<file path="config.mk">
export PLATFORM = sky130hd
export DESIGN_NAME = seg_scan_capture
export DESIGN_NICKNAME = d
export VERILOG_FILES = /design/src/rtl/seg7_pkg.sv /design/src/rtl/seg7_decode.sv /design/src/rtl/seg_scan_capture.sv
export SDC_FILE = /design/constraint.sdc
export NUM_CORES = 1
export LEC_CHECK = 0
export ABC_AREA = 1
export BUFFER_PORTS_ARGS = -buffer_cell sky130_fd_sc_hd__buf_4
export CAP_MARGIN = 20
export CORE_MARGIN = 1.5
export CORE_UTILIZATION = 40
export DETAILED_ROUTE_END_ITERATION = 10
export SETUP_SLACK_MARGIN = 0.5
export SLEW_MARGIN = 5
export SYNTH_ARGS = -nofsm -noshare
export SYNTH_HDL_FRONTEND = slang
export SYNTH_SLANG_ARGS = --single-unit
</file>
<file path="constraint.sdc">
create_clock -name clk -period 2 [get_ports clk]
set_input_delay 0.2 -clock clk [delete_from_list [all_inputs] [get_ports clk]]
set_output_delay 0.2 -clock clk [all_outputs]
set_load 0.02 [all_outputs]
</file>
<file path="src/rtl/seg7_pkg.sv">
// Shared 7-segment definitions: hex glyph table, blank code and digit-select
// classification used by the scan monitor and its decoder.
package seg7_pkg;

  // Active-high gfedcba glyphs, indexed by the nibble they display.
  localparam logic [6:0] SEG_PAT [16] = '{
    7'h3F, 7'h06, 7'h5B, 7'h4F, 7'h66, 7'h6D, 7'h7D, 7'h07,
    7'h7F, 7'h6F, 7'h77, 7'h7C, 7'h39, 7'h5E, 7'h79, 7'h71
  };

  // Raw (active-low) bus value for an unlit digit.
  localparam logic [6:0] SEG_BLANK = 7'h7F;

  typedef enum logic [1:0] {
    SEL_IDLE  = 2'd0,
    SEL_ONE   = 2'd1,
    SEL_MULTI = 2'd2
  } sel_kind_e;

  typedef struct packed {
    sel_kind_e  kind;
    logic [1:0] idx;
  } digit_sel_t;

  function automatic digit_sel_t classify_sel(input logic [3:0] ga_n);
    digit_sel_t r;
    r.kind = SEL_MULTI;
    r.idx  = 2'd0;
    case (~ga_n)
      4'b0000: r.kind = SEL_IDLE;
      4'b0001: begin r.kind = SEL_ONE; r.idx = 2'd0; end
      4'b0010: begin r.kind = SEL_ONE; r.idx = 2'd1; end
      4'b0100: begin r.kind = SEL_ONE; r.idx = 2'd2; end
      4'b1000: begin r.kind = SEL_ONE; r.idx = 2'd3; end
      default: r.kind = SEL_MULTI;
    endcase
    return r;
  endfunction

endpackage

</file>
<file path="src/rtl/seg7_decode.sv">
// Combinational 7-segment glyph to hex nibble decoder (active-high pattern in).
module seg7_decode
  import seg7_pkg::*;
(
  input  logic [6:0] pat_i,
  output logic [3:0] nibble_o,
  output logic       valid_o,
  output logic       blank_o
);

  logic [15:0] hit;

  for (genvar gi = 0; gi < 16; gi++) begin : g_match
    assign hit[gi] = (pat_i == SEG_PAT[gi]);
  end

  // Glyphs are distinct, so at most one hit is ever set.
  always_comb begin
    nibble_o = 4'd0;
    for (int i = 0; i < 16; i++) begin
      if (hit[i]) nibble_o = 4'(i);
    end
  end

  assign valid_o = |hit;
  assign blank_o = (pat_i == 7'h00);

endmodule

</file>
<file path="src/rtl/seg_scan_capture.sv">
// Monitors the multiplexed 7-segment bus, captures each stable digit dwell and
// assembles the four digits into a 16-bit frame with error reporting.
module seg_scan_capture
  import seg7_pkg::*;
#(
  parameter int unsigned STABLE_CYCLES = 4
) (
  input  logic        clk,
  input  logic        rst_n,
  input  logic [6:0]  seg,
  input  logic [3:0]  ga,
  output logic [15:0] value,
  output logic        frame_valid,
  output logic        changed,
  output logic        seg_err,
  output logic        sel_err
);

  localparam logic [7:0] STABLE    = 8'(STABLE_CYCLES);
  localparam logic [7:0] STABLE_M1 = 8'(STABLE_CYCLES - 1);

  logic [6:0]       s_seg_q;
  logic [3:0]       s_ga_q;
  logic [7:0]       cnt_q, cnt_d;
  logic [3:0][3:0]  slot_q, slot_d;
  logic [3:0]       mask_q, mask_d;
  logic             first_q, first_d;
  logic [15:0]      value_q, value_d;
  logic             fv_q, fv_d, ch_q, ch_d, seg_err_q, seg_err_d, sel_err_q, sel_err_d;

  logic [6:0]  pat_hi;
  logic [3:0]  dec_nibble;
  logic        dec_valid, dec_blank;
  logic        same, capture, frame;
  digit_sel_t  sel;

  assign pat_hi = ~seg;
  assign sel    = classify_sel(ga);

  seg7_decode u_dec (
    .pat_i    (pat_hi),
    .nibble_o (dec_nibble),
    .valid_o  (dec_valid),
    .blank_o  (dec_blank)
  );

  // The incoming sample is compared with the previously registered one, so the
  // STABLE_CYCLES-th identical sample captures on the edge that registers it.
  always_comb begin
    same      = (seg == s_seg_q) && (ga == s_ga_q);
    cnt_d     = !same ? 8'd1 : ((cnt_q >= STABLE) ? STABLE : cnt_q + 8'd1);
    capture   = same && (cnt_q == STABLE_M1) && (sel.kind == SEL_ONE);
    frame     = (mask_q == 4'hF);

    slot_d    = slot_q;
    mask_d    = frame ? 4'h0 : mask_q;
    if (capture && dec_valid) begin
      slot_d[sel.idx] = dec_nibble;
      mask_d[sel.idx] = 1'b1;
    end

    seg_err_d = capture && !dec_valid && !dec_blank;
    sel_err_d = !same && (sel.kind == SEL_MULTI);
    fv_d      = frame;
    ch_d      = frame && (first_q || (slot_q != value_q));
    value_d   = frame ? slot_q : value_q;
    first_d   = first_q && !frame;
  end

  always_ff @(posedge clk or negedge rst_n) begin
    if (!rst_n) begin
      s_seg_q   <= SEG_BLANK;
      s_ga_q    <= 4'hF;
      cnt_q     <= 8'd0;
      slot_q    <= '0;
      mask_q    <= 4'h0;
      first_q   <= 1'b1;
      value_q   <= 16'h0;
      fv_q      <= 1'b0;
      ch_q      <= 1'b0;
      seg_err_q <= 1'b0;
      sel_err_q <= 1'b0;
    end else begin
      s_seg_q   <= seg;
      s_ga_q    <= ga;
      cnt_q     <= cnt_d;
      slot_q    <= slot_d;
      mask_q    <= mask_d;
      first_q   <= first_d;
      value_q   <= value_d;
      fv_q      <= fv_d;
      ch_q      <= ch_d;
      seg_err_q <= seg_err_d;
      sel_err_q <= sel_err_d;
    end
  end

  assign value       = value_q;
  assign frame_valid = fv_q;
  assign changed     = ch_q;
  assign seg_err     = seg_err_q;
  assign sel_err     = sel_err_q;

endmodule

</file>
* Word-level counts from Yosys, hierarchy flattened
Index checks and enable logic that the tools add are counted.
** Cells by class
- Add/subtract/negate cells :: 1
- Bitwise operators :: 3
- Shift operators :: 0
- Equal/unequal tests :: 27
- Reduce and logical (&&, ||, !) cells :: 19
- $lt $le $gt $ge :: 3
- Divide/modulo/power cells :: 0
- Muxes and demuxes :: 26
- Multiply operators :: 0
** Operators by type and width (count)
- $eq 7x7->1 const B :: 12
- $mux 4 :: 11
- $bwmux 16 :: 1
- $mux 8 :: 2
- $ne 16x16->1 :: 1
- $reduce_or 16->1 :: 1
- $eq 7x3->1 const B :: 2
- $eq 7x6->1 const B :: 2
- $mux 3 :: 4
- $logic_and 1x1->1 :: 10
- $add 8x1->8 const B :: 1
- $demux 4 s2 :: 1
- $eq 4x4->1 const B :: 2
- $eq 8x2->1 const B :: 1
- $ge 8x3->1 const B :: 1
- $eq 7x7->1 :: 1
- $logic_not 7->1 :: 1
- $not 7->7 :: 1
- $pmux 2 s3 :: 1
- $eq 4x1->1 const B :: 1
- $eq 4x2->1 const B :: 1
- $eq 4x3->1 const B :: 1
- $eq 4x4->1 :: 1
- $logic_not 1->1 :: 4
- 13 further kinds :: 15
** Storage, ports and cells
- Word-level logic and storage cells :: 93
- Latch bits :: 0
- RAM bits :: 0
- Output and inout bits :: 20
- ROM bits :: 0
- Bits in registers :: 60
- Memories kept :: 0

* Depth between registers and ports, before layout
Gate-level depths: netlist (run 1).
- Depth after elaboration :: 18
- Depth in mapped cells :: 12

* Hierarchy
Synthesis (run 1) repeated with hierarchy kept, for this count alone.
** Unflattened totals
- Cell total of the unflattened synthesis :: 353
- Area, all modules :: 2967.8 um^2
** By module, submodules not included
- seg_scan_capture :: instances 1, sequential area each 1516.5 um^2, cells an instance 285, area an instance 2658.8 um^2
- seg7_decode :: instances 1, sequential area each 0.0 um^2, cells an instance 68, area an instance 309.0 um^2

* Least setup slack after synthesis (run 1)
OpenSTA, ideal clock, no wires.
- Kind :: reg-to-reg
- Start point :: register s_seg_q[4]
- End point :: register slot_q[0] in the netlist's numbering
- Path buffers :: 0
- Stages on the path, launching flop included :: 12
- Data arrival time :: 1433 ps
- Slack :: 449 ps
- Period minus slack after synthesis :: 1551 ps
- Required time :: 1882 ps
- Cells stage by stage :: dfstp_2 -> inv_1 -> nand2_1 -> nand2_1 -> nor2_1 -> nand2_1 -> nor2_2 -> nand3_1 -> nor2_2 -> nand3_1 -> nand2_1 -> nand2_1
** Between the ends
- Word-level cells in the longest chain between the ends :: 5
** Ends and longest elaborated chain
- start: declaration :: RTL line seg_scan_capture.sv:22 : logic [6:0] s_seg_q;
- start signal: assignment :: RTL line seg_scan_capture.sv:84 : s_seg_q <= seg;
- $eq 7x7->1 :: RTL line seg_scan_capture.sv:50 : same = (seg == s_seg_q) && (ga == s_ga_q);
- $logic_and 1x1->1 :: RTL line seg_scan_capture.sv:50
- $logic_and 1x1->1 (2 in series) :: RTL line seg_scan_capture.sv:52 : capture = same && (cnt_q == STABLE_M1) && (sel.kind == SEL_ONE);
- $logic_and 1x1->1 :: RTL line seg_scan_capture.sv:57 : if (capture && dec_valid) begin
- end signal: assignment :: RTL line seg_scan_capture.sv:87 : slot_q <= slot_d;
- end: declaration :: RTL line seg_scan_capture.sv:25 : logic [3:0][3:0] slot_q, slot_d;
Every way passes these cells.
A chain may end at the register's enable or synchronous reset.

* Worst setup path in the final report (run 1)
- Start point :: register s_seg_q[4]
- End point :: register seg_err_q (netlist: seg_err)
** Between the ends
- Word-level cells in the longest chain between the ends :: 6
** Ends and longest elaborated chain
- $eq 7x7->1 :: RTL line seg_scan_capture.sv:50
- $logic_and 1x1->1 :: RTL line seg_scan_capture.sv:50
- $logic_and 1x1->1 (2 in series) :: RTL line seg_scan_capture.sv:52
- $logic_and 1x1->1 (2 in series) :: RTL line seg_scan_capture.sv:62 : seg_err_d = capture && !dec_valid && !dec_blank;
- via seg_err_d :: RTL line seg_scan_capture.sv:29 : logic fv_q, fv_d, ch_q, ch_d, seg_err_q, seg_err_d, sel_err_q, sel_err_d;
- end signal: assignment :: RTL line seg_scan_capture.sv:93 : seg_err_q <= seg_err_d;
- end: declaration :: RTL line seg_scan_capture.sv:29
The timed path passes the listed nets, and every way through them passes these cells.

==> results.py, run 1 <==
metrics = {
    "setup_path": {
        "cp.required_ns": 2.25,
        "cp_max_fo": 5,
        "rr_startpoint": "s_seg_q[4]$_DFF_PN1_",
        "cp_slowest_cell": "dfstp_2",
        "reg2regPathDepth": 11,
        "critPathKind": "flip-flop to flip-flop",
        "end_kind": "flip-flop",
        "r2r_slack_ns": 0.19,
        "startpoint_type": "flip-flop",
        "arrival_ns": 2.06,
        "timing.rr.end": "seg_err$_DFF_PN0_",
        "crit_top_cell": "nand2_1",
        "crit_chain": "inv_2 -> nand2_1 -> nand2_1 -> nor2_2 -> nand2_1 -> nor2_4 -> nand3_2 -> nor2_4 -> buf_6 -> o31ai_4 -> nor2_2",
        "slowest_delay_ns": 0.53,
    },
    "global_route": {
        "grt_max_degree": 61,
        "grt_pass1_vias": 2276,
        "grt.total_usage_pct": 17.3,
        "grt_pass1_wl_mm": 10.3,
        "grt_overflow": 0,
        "grt_antenna_before_repair": 0,
    },
    "sta": {
        "finalHoldViolCount": 0,
        "skew_ns": 0.00882,
        "clock.fmax_mhz": 553,
        "slew_headroom_pct": 49.8,
        "fin_crit_ns": 1.81,
        "setup-tns-final_ns": 0,
        "worst_pin_slew_ns": 0.747,
        "finalMaxSlewViolations": 0,
        "hold_slack_ns": 0.0169,
        "setup_viol": 0,
        "fin_ws_ns": 0.193,
        "period_share_pct": 90.4,
        "rsz0062_at_grt": "true",
    },
    "pwr": {
        "p_leak_uw": 0.00191,
        "p_int_uw": 1880,
        "p_seq_share_pct": 49.8,
        "ir_drop_uv": 480,
        "p_sw_share_pct": 24.8,
        "power.share.clock_pct": 42.4,
        "combPwrFrac_pct": 7.8,
        "power.switching_uw": 621,
        "cellPowerDensity_nw_per_um2": 655,
    },
    "min_path": {
        "hold_start": "ga[1]",
        "min_path_cells": 1,
        "hp-class": "input port to flip-flop",
        "holdPathEnd": "s_ga_q[1]$_DFF_PN1_",
    },
    "detailed_routing": {
        "vias": 2456,
        "drc": 0,
        "first_iter_violations": 137,
        "firstDrtPassIters": 5,
        "drt-wirelength-per-cell_um": 11.7,
        "via_per_inst": 4.67,
        "ant_nets": 0,
        "wl_mm": 6.18,
    },
    "run_status": {
        "status": "finished clean",
    },
    "cells_and_area": {
        "num_antenna_cells": 0,
        "drive_gt1_share_pct": 26.0,
        "nNetsFinal": 437,
        "synthToLayoutAreaGrowth_pct": 28.8,
        "instances_no_fill": 526,
    },
    "yosys": {
        "synth-edff-count": 0,
        "netlist_top_cells_count": "nand2_1 (107), dfrtp_1 (48), nor2_1 (39), inv_1 (36), nand3_1 (31)",
        "synth_flop_cell": "dfrtp_1",
        "ys_ff_latch": 60,
        "synth_top_area_share_pct": 40.5,
        "synth_most_common_cell": "nand2_1",
        "synth_top_cell_by_area": "dfrtp_1",
        "syn-mean-instance-area_um2": 8.26,
        "yosysSeqAreaShare_pct": 51.1,
        "synth.area.top_cells": "dfrtp_1 (40%), nand2_1 (14%), dfstp_2 (11%)",
        "yosys_warnings": 0,
        "synth_area_um2": 2970,
        "async_reset_ff_share_pct": 100,
        "yosysUniqueCellTypes": 32,
        "netlist_instances": 359,
    },
    "place": {
        "gp_congestion": 0.848,
        "placed_cells": 492,
        "numPortBuffers": 32,
        "dp_slack_ns": 0.229,
        "dp_hpwl_mm": 4.29,
    },
    "die": {
        "die_y_um": 89.1,
        "die_width_um": 89.1,
        "ios": 33,
        "num_rows": 31,
        "initial_core_util_pct": 41.1,
        "dieArea_um2": 7940,
        "core_um2": 7210,
    },
    "clocking": {
        "clkTransAtPathRegs_ns": 0.07,
        "cts_max_path_buffers": 2,
        "cts_root_buf": "clkbuf_8",
        "cts_buffers": 9,
        "cts_tree": "yes",
        "worstSkewPairLatency_ns": 0.34,
        "h-tree-depth": 3,
        "clock-sinks": 60,
    },
    "run": {
        "maxCapViolCount": 0,
    },
}
-- cell type report --
type	instances	area, um2
Timing Repair Buffer	52	435
Tap cell	99	124
Fill cell	707	3390
Inverter	41	154
Clock buffer	10	128
Clock inverter	6	63.8
Multi-Input combinational cell	258	1400
Sequential cell	60	1520
-- worst max-delay path by stage --
stage | startpoint | to | slack (ns) | cells after the start
2_1_floorplan | s_seg_q[4]$_DFF_PN1_ | slot_q[0]$_DFFE_PN0P_ | 0.46 | 11
3_3_place_gp | seg[5] | slot_q[4]$_DFFE_PN0P_ | 0.24 | 13
3_5_place_dp | seg[5] | slot_q[12]$_DFFE_PN0P_ | 0.23 | 13
4_1_cts | s_seg_q[4]$_DFF_PN1_ | slot_q[12]$_DFFE_PN0P_ | 0.26 | 11
5_1_grt | s_ga_q[1]$_DFF_PN1_ | slot_q[8]$_DFFE_PN0P_ | 0.07 | 11
6_report | s_seg_q[4]$_DFF_PN1_ | seg_err$_DFF_PN0_ | 0.19 | 11
-- per-layer routing --
layer	vias to the layer above	global-route usage (%)	part of all wire, %
met4	0	5.73	1.3
met1	1126	22.0	46
met3	11	5.17	4.3
met5	-	0	0
li1	1266	-	-
met2	53	28.2	49
-- power by group through the flow --
stage	clock network (uW)	logic [uW]	registers [uW]
5_1_grt	1160	221	1250
3_5_place_dp	0	170	1270
2_1_floorplan	0	87.9	1270
3_3_place_gp	0	169	1270
4_1_cts	1090	183	1250
6_report	1060	195	1250
-- cells in the final DEF, fill, tap and decap left out, drive strengths merged, types with 4 or more instances in the layout --
cell / Yosys / layout
nand2: 111 / 111
a21oi: 4 / 4
clkbuf: 2 / 10
dfstp: 12 / 12
mux2: 7 / 7
nor3: 7 / 7
dfrtp: 48 / 48
nand3: 31 / 31
buf: 2 / 41
nor2: 47 / 47
xnor2: 12 / 12
o21ai: 20 / 20
nand4: 5 / 5
conb: 1 / 5
inv: 41 / 42
dlygate4sd3: 0 / 11
-- cells by family after synthesis --
family / Yosys count / share of synthesized area [%]
xor gates and xnor gates: 12 / 3.54
DFF: 60 / 51.1
other: 1 / 0.126
adders and majority gates: 2 / 0.843
AOI/OAI and AO/OA: 29 / 5.31
muxes: 7 / 2.66
and+or+nand+nor: 203 / 30.4
buffers and inverters: 45 / 5.99
-- metrics by stage --
stage | total power, uW | cell area (um2) | util (%)
finish | 2500 | 3820 | 53.0
global route | 2630 | 3820 | 53.0
CTS | 2520 | 3670 | 50.9
global placement | 1440 | 3380 | 46.8
detailed placement | 1440 | 3380 | 46.8
floorplan | 1360 | 3010 | -
-- critical path: cells and delay by family (launching register included) --
kind | cells | cell delay, ns
DFF | 1 | 0.53
AOI/OAI and AO/OA | 1 | 0.05
buffers and inverters | 2 | 0.19
and+or+nand+nor | 8 | 0.94
-- flip-flops by register name, indices dropped and copies added, names as in the netlist --
name,count
value,16
s_ga_q,4
frame_valid,1
sel_err,1
seg_err,1
first_q,1
s_seg_q,7
slot_q,16
cnt_q,8
mask_q,4
changed,1
-- repair_timing --
| action | 4_1_cts | 5_1_grt |
|---|---|---|
| gates cloned | 0 | 1 |
| buffers inserted | 1 | 5 |
| pin swaps | 3 | 7 |
| gates resized for setup | 3 | 16 |
| endpoints found under the setup margin | 21 | 27 |
| hold buffers | 7 | 4 |
| hold endpoints to repair | 54 | 4 |
Note: power is estimated with default switching activity, not from simulation.
==> run 2, diff against run 1 <==
==> constraint.sdc (replaced) <==
create_clock -name clk -period 2 [get_ports clk]
set_input_delay 0.4 -clock clk [delete_from_list [all_inputs] [get_ports clk]]
set_output_delay 0.4 -clock clk [all_outputs]
set_load 0.02 [all_outputs]
==> results.py, run 2 (same netlist as run 1, synthesis figures left out) <==
metrics = {
    "detailed_routing": {
        "vias": 2375,
        "ant_nets": 0,
        "drc": 0,
        "drt-wirelength-per-cell_um": 11.3,
        "wl_mm": 5.83,
        "firstDrtPassIters": 4,
        "first_iter_violations": 113,
        "via_per_inst": 4.62,
    },
    "global_route": {
        "grt_pass1_wl_mm": 10.1,
        "grt_pass1_vias": 2231,
        "grt_antenna_before_repair": 0,
        "grt_overflow": 0,
        "grt.total_usage_pct": 17.1,
        "grt_max_degree": 61,
    },
    "clocking": {
        "worstSkewPairLatency_ns": 0.34,
        "h-tree-depth": 3,
        "cts_buffers": 9,
        "clock-sinks": 60,
        "cts_max_path_buffers": 2,
        "cts_tree": "yes",
        "clkTransAtPathRegs_ns": 0.07,
        "cts_root_buf": "clkbuf_8",
    },
    "sta": {
        "worst_pin_slew_ns": 0.734,
        "fin_ws_ns": 0.252,
        "skew_ns": 0.0121,
        "setup-tns-final_ns": 0,
        "setup_viol": 0,
        "hold_slack_ns": 0.114,
        "clock.fmax_mhz": 572,
        "fin_crit_ns": 1.75,
        "finalMaxSlewViolations": 0,
        "period_share_pct": 87.4,
        "finalHoldViolCount": 0,
        "slew_headroom_pct": 51.1,
        "rsz0062_at_grt": "true",
    },
    "cells_and_area": {
        "instances_no_fill": 514,
        "nNetsFinal": 425,
        "drive_gt1_share_pct": 29.9,
        "final_common_cell": "nand2_1",
        "final_cell_mix": "nand2_1 (90), dfrtp_1 (48), nor2_1 (37), buf_4 (37), inv_1 (34)",
        "synthToLayoutAreaGrowth_pct": 27.2,
        "num_antenna_cells": 0,
    },
    "setup_path": {
        "end_kind": "flip-flop",
        "cp_max_fo": 5,
        "cp.required_ns": 2.22,
        "critPathKind": "flip-flop to flip-flop",
        "startpoint_type": "flip-flop",
        "arrival_ns": 1.97,
    },
    "die": {
        "core_um2": 7210,
        "num_rows": 31,
        "initial_core_util_pct": 41.1,
        "ios": 33,
        "die_y_um": 89.1,
        "die_width_um": 89.1,
        "dieArea_um2": 7940,
    },
    "place": {
        "dp_slack_ns": 0.0978,
        "numPortBuffers": 32,
        "gp_congestion": 0.899,
        "dp_hpwl_mm": 4.24,
        "placed_cells": 495,
    },
    "pwr": {
        "p_leak_uw": 0.00188,
        "design_power_total_uw": 2560,
        "cellPowerDensity_nw_per_um2": 680,
        "ir_drop_uv": 402,
    },
    "run_status": {
        "status": "finished clean",
    },
    "run": {
        "maxCapViolCount": 0,
    },
    "min_path": {
        "hp-class": "input port to asynchronous set/reset pin",
    },
}
run 2: cell types whose count changed in the layout (fill, tap and decap cells not counted), sizes merged:
cell         before  now
inv              42   41
clkinvlp          2    1
buf              41   40
clkinv            2    3
dlygate4sd3      11    0
clkbuf           10   11
run 2: what timing repair did:
item                                    in CTS  in global routing
hold buffers                                 0                  0
gates resized for setup                      9                 19
endpoints found under the setup margin      21                 25
setup buffers                                3                  0
pin swaps                                    2                 11
run 2: report_power, final:
group | internal, uW | switching (uW) | leakage [uW]
registers | 1240 | 6.99 | 0.000777
logic | 59.5 | 125 | 0.000998
clock network | 645 | 488 | 0.000106
run 2: worst paths after layout:
check                                startpoint               endpoint  slack [ns]  cells past startpoint
setup reg to reg           s_seg_q[5]$_DFF_PN1_  slot_q[3]$_DFFE_PN0P_        0.25                     12
min in group clk                         seg[0]   s_seg_q[0]$_DFF_PN1_        0.19                      1
max in group asynchronous                 rst_n     cnt_q[5]$_DFF_PN0_        1.39                      1
setup / recovery           s_seg_q[5]$_DFF_PN1_  slot_q[3]$_DFFE_PN0P_        0.25                     12
hold / removal                            rst_n   value[1]$_DFFE_PN0P_        0.11                      1
hold reg to reg               first_q$_DFF_PN1_      first_q$_DFF_PN1_        0.44                      2
run 2: metal layers:
metal | wire [um] | up-vias | track usage [%]
met5 | 0 | - | 0
met4 | 108 | 0 | 7.55
met3 | 194 | 12 | 4.16
met2 | 2850 | 39 | 27.3
met1 | 2680 | 1084 | 22.1
li1 | - | 1240 | -
run 2: stage by stage:
stage	area, um2	util (%)
global placement	3420	47.4
detailed placement	3420	47.4
finish	3770	52.3
floorplan	3030	-
global route	3770	52.3
CTS	3720	51.6
run 2: area by class of cell:
| class | count | area [um2] |
|---|---|---|
| Clock buffer | 11 | 151 |
| Clock inverter | 5 | 60.1 |
| Fill cell | 717 | 3440 |
| Inverter | 41 | 156 |
| Multi-Input combinational cell | 258 | 1440 |
| Sequential cell | 60 | 1520 |
| Tap cell | 99 | 124 |
| Timing Repair Buffer | 40 | 329 |
run 2: critical path, cell delays in order (launching register included):
cell and delay [ns]:
dfstp_2 0.54, inv_2 0.03, nand2_2 0.04, nand2_2 0.06, nor2_4 0.12, nand2_2 0.07
nor2_4 0.14, nand3_2 0.11, nor2_4 0.14, buf_12 0.14, nand3_4 0.10, nand2_1 0.09
nand2_1 0.04
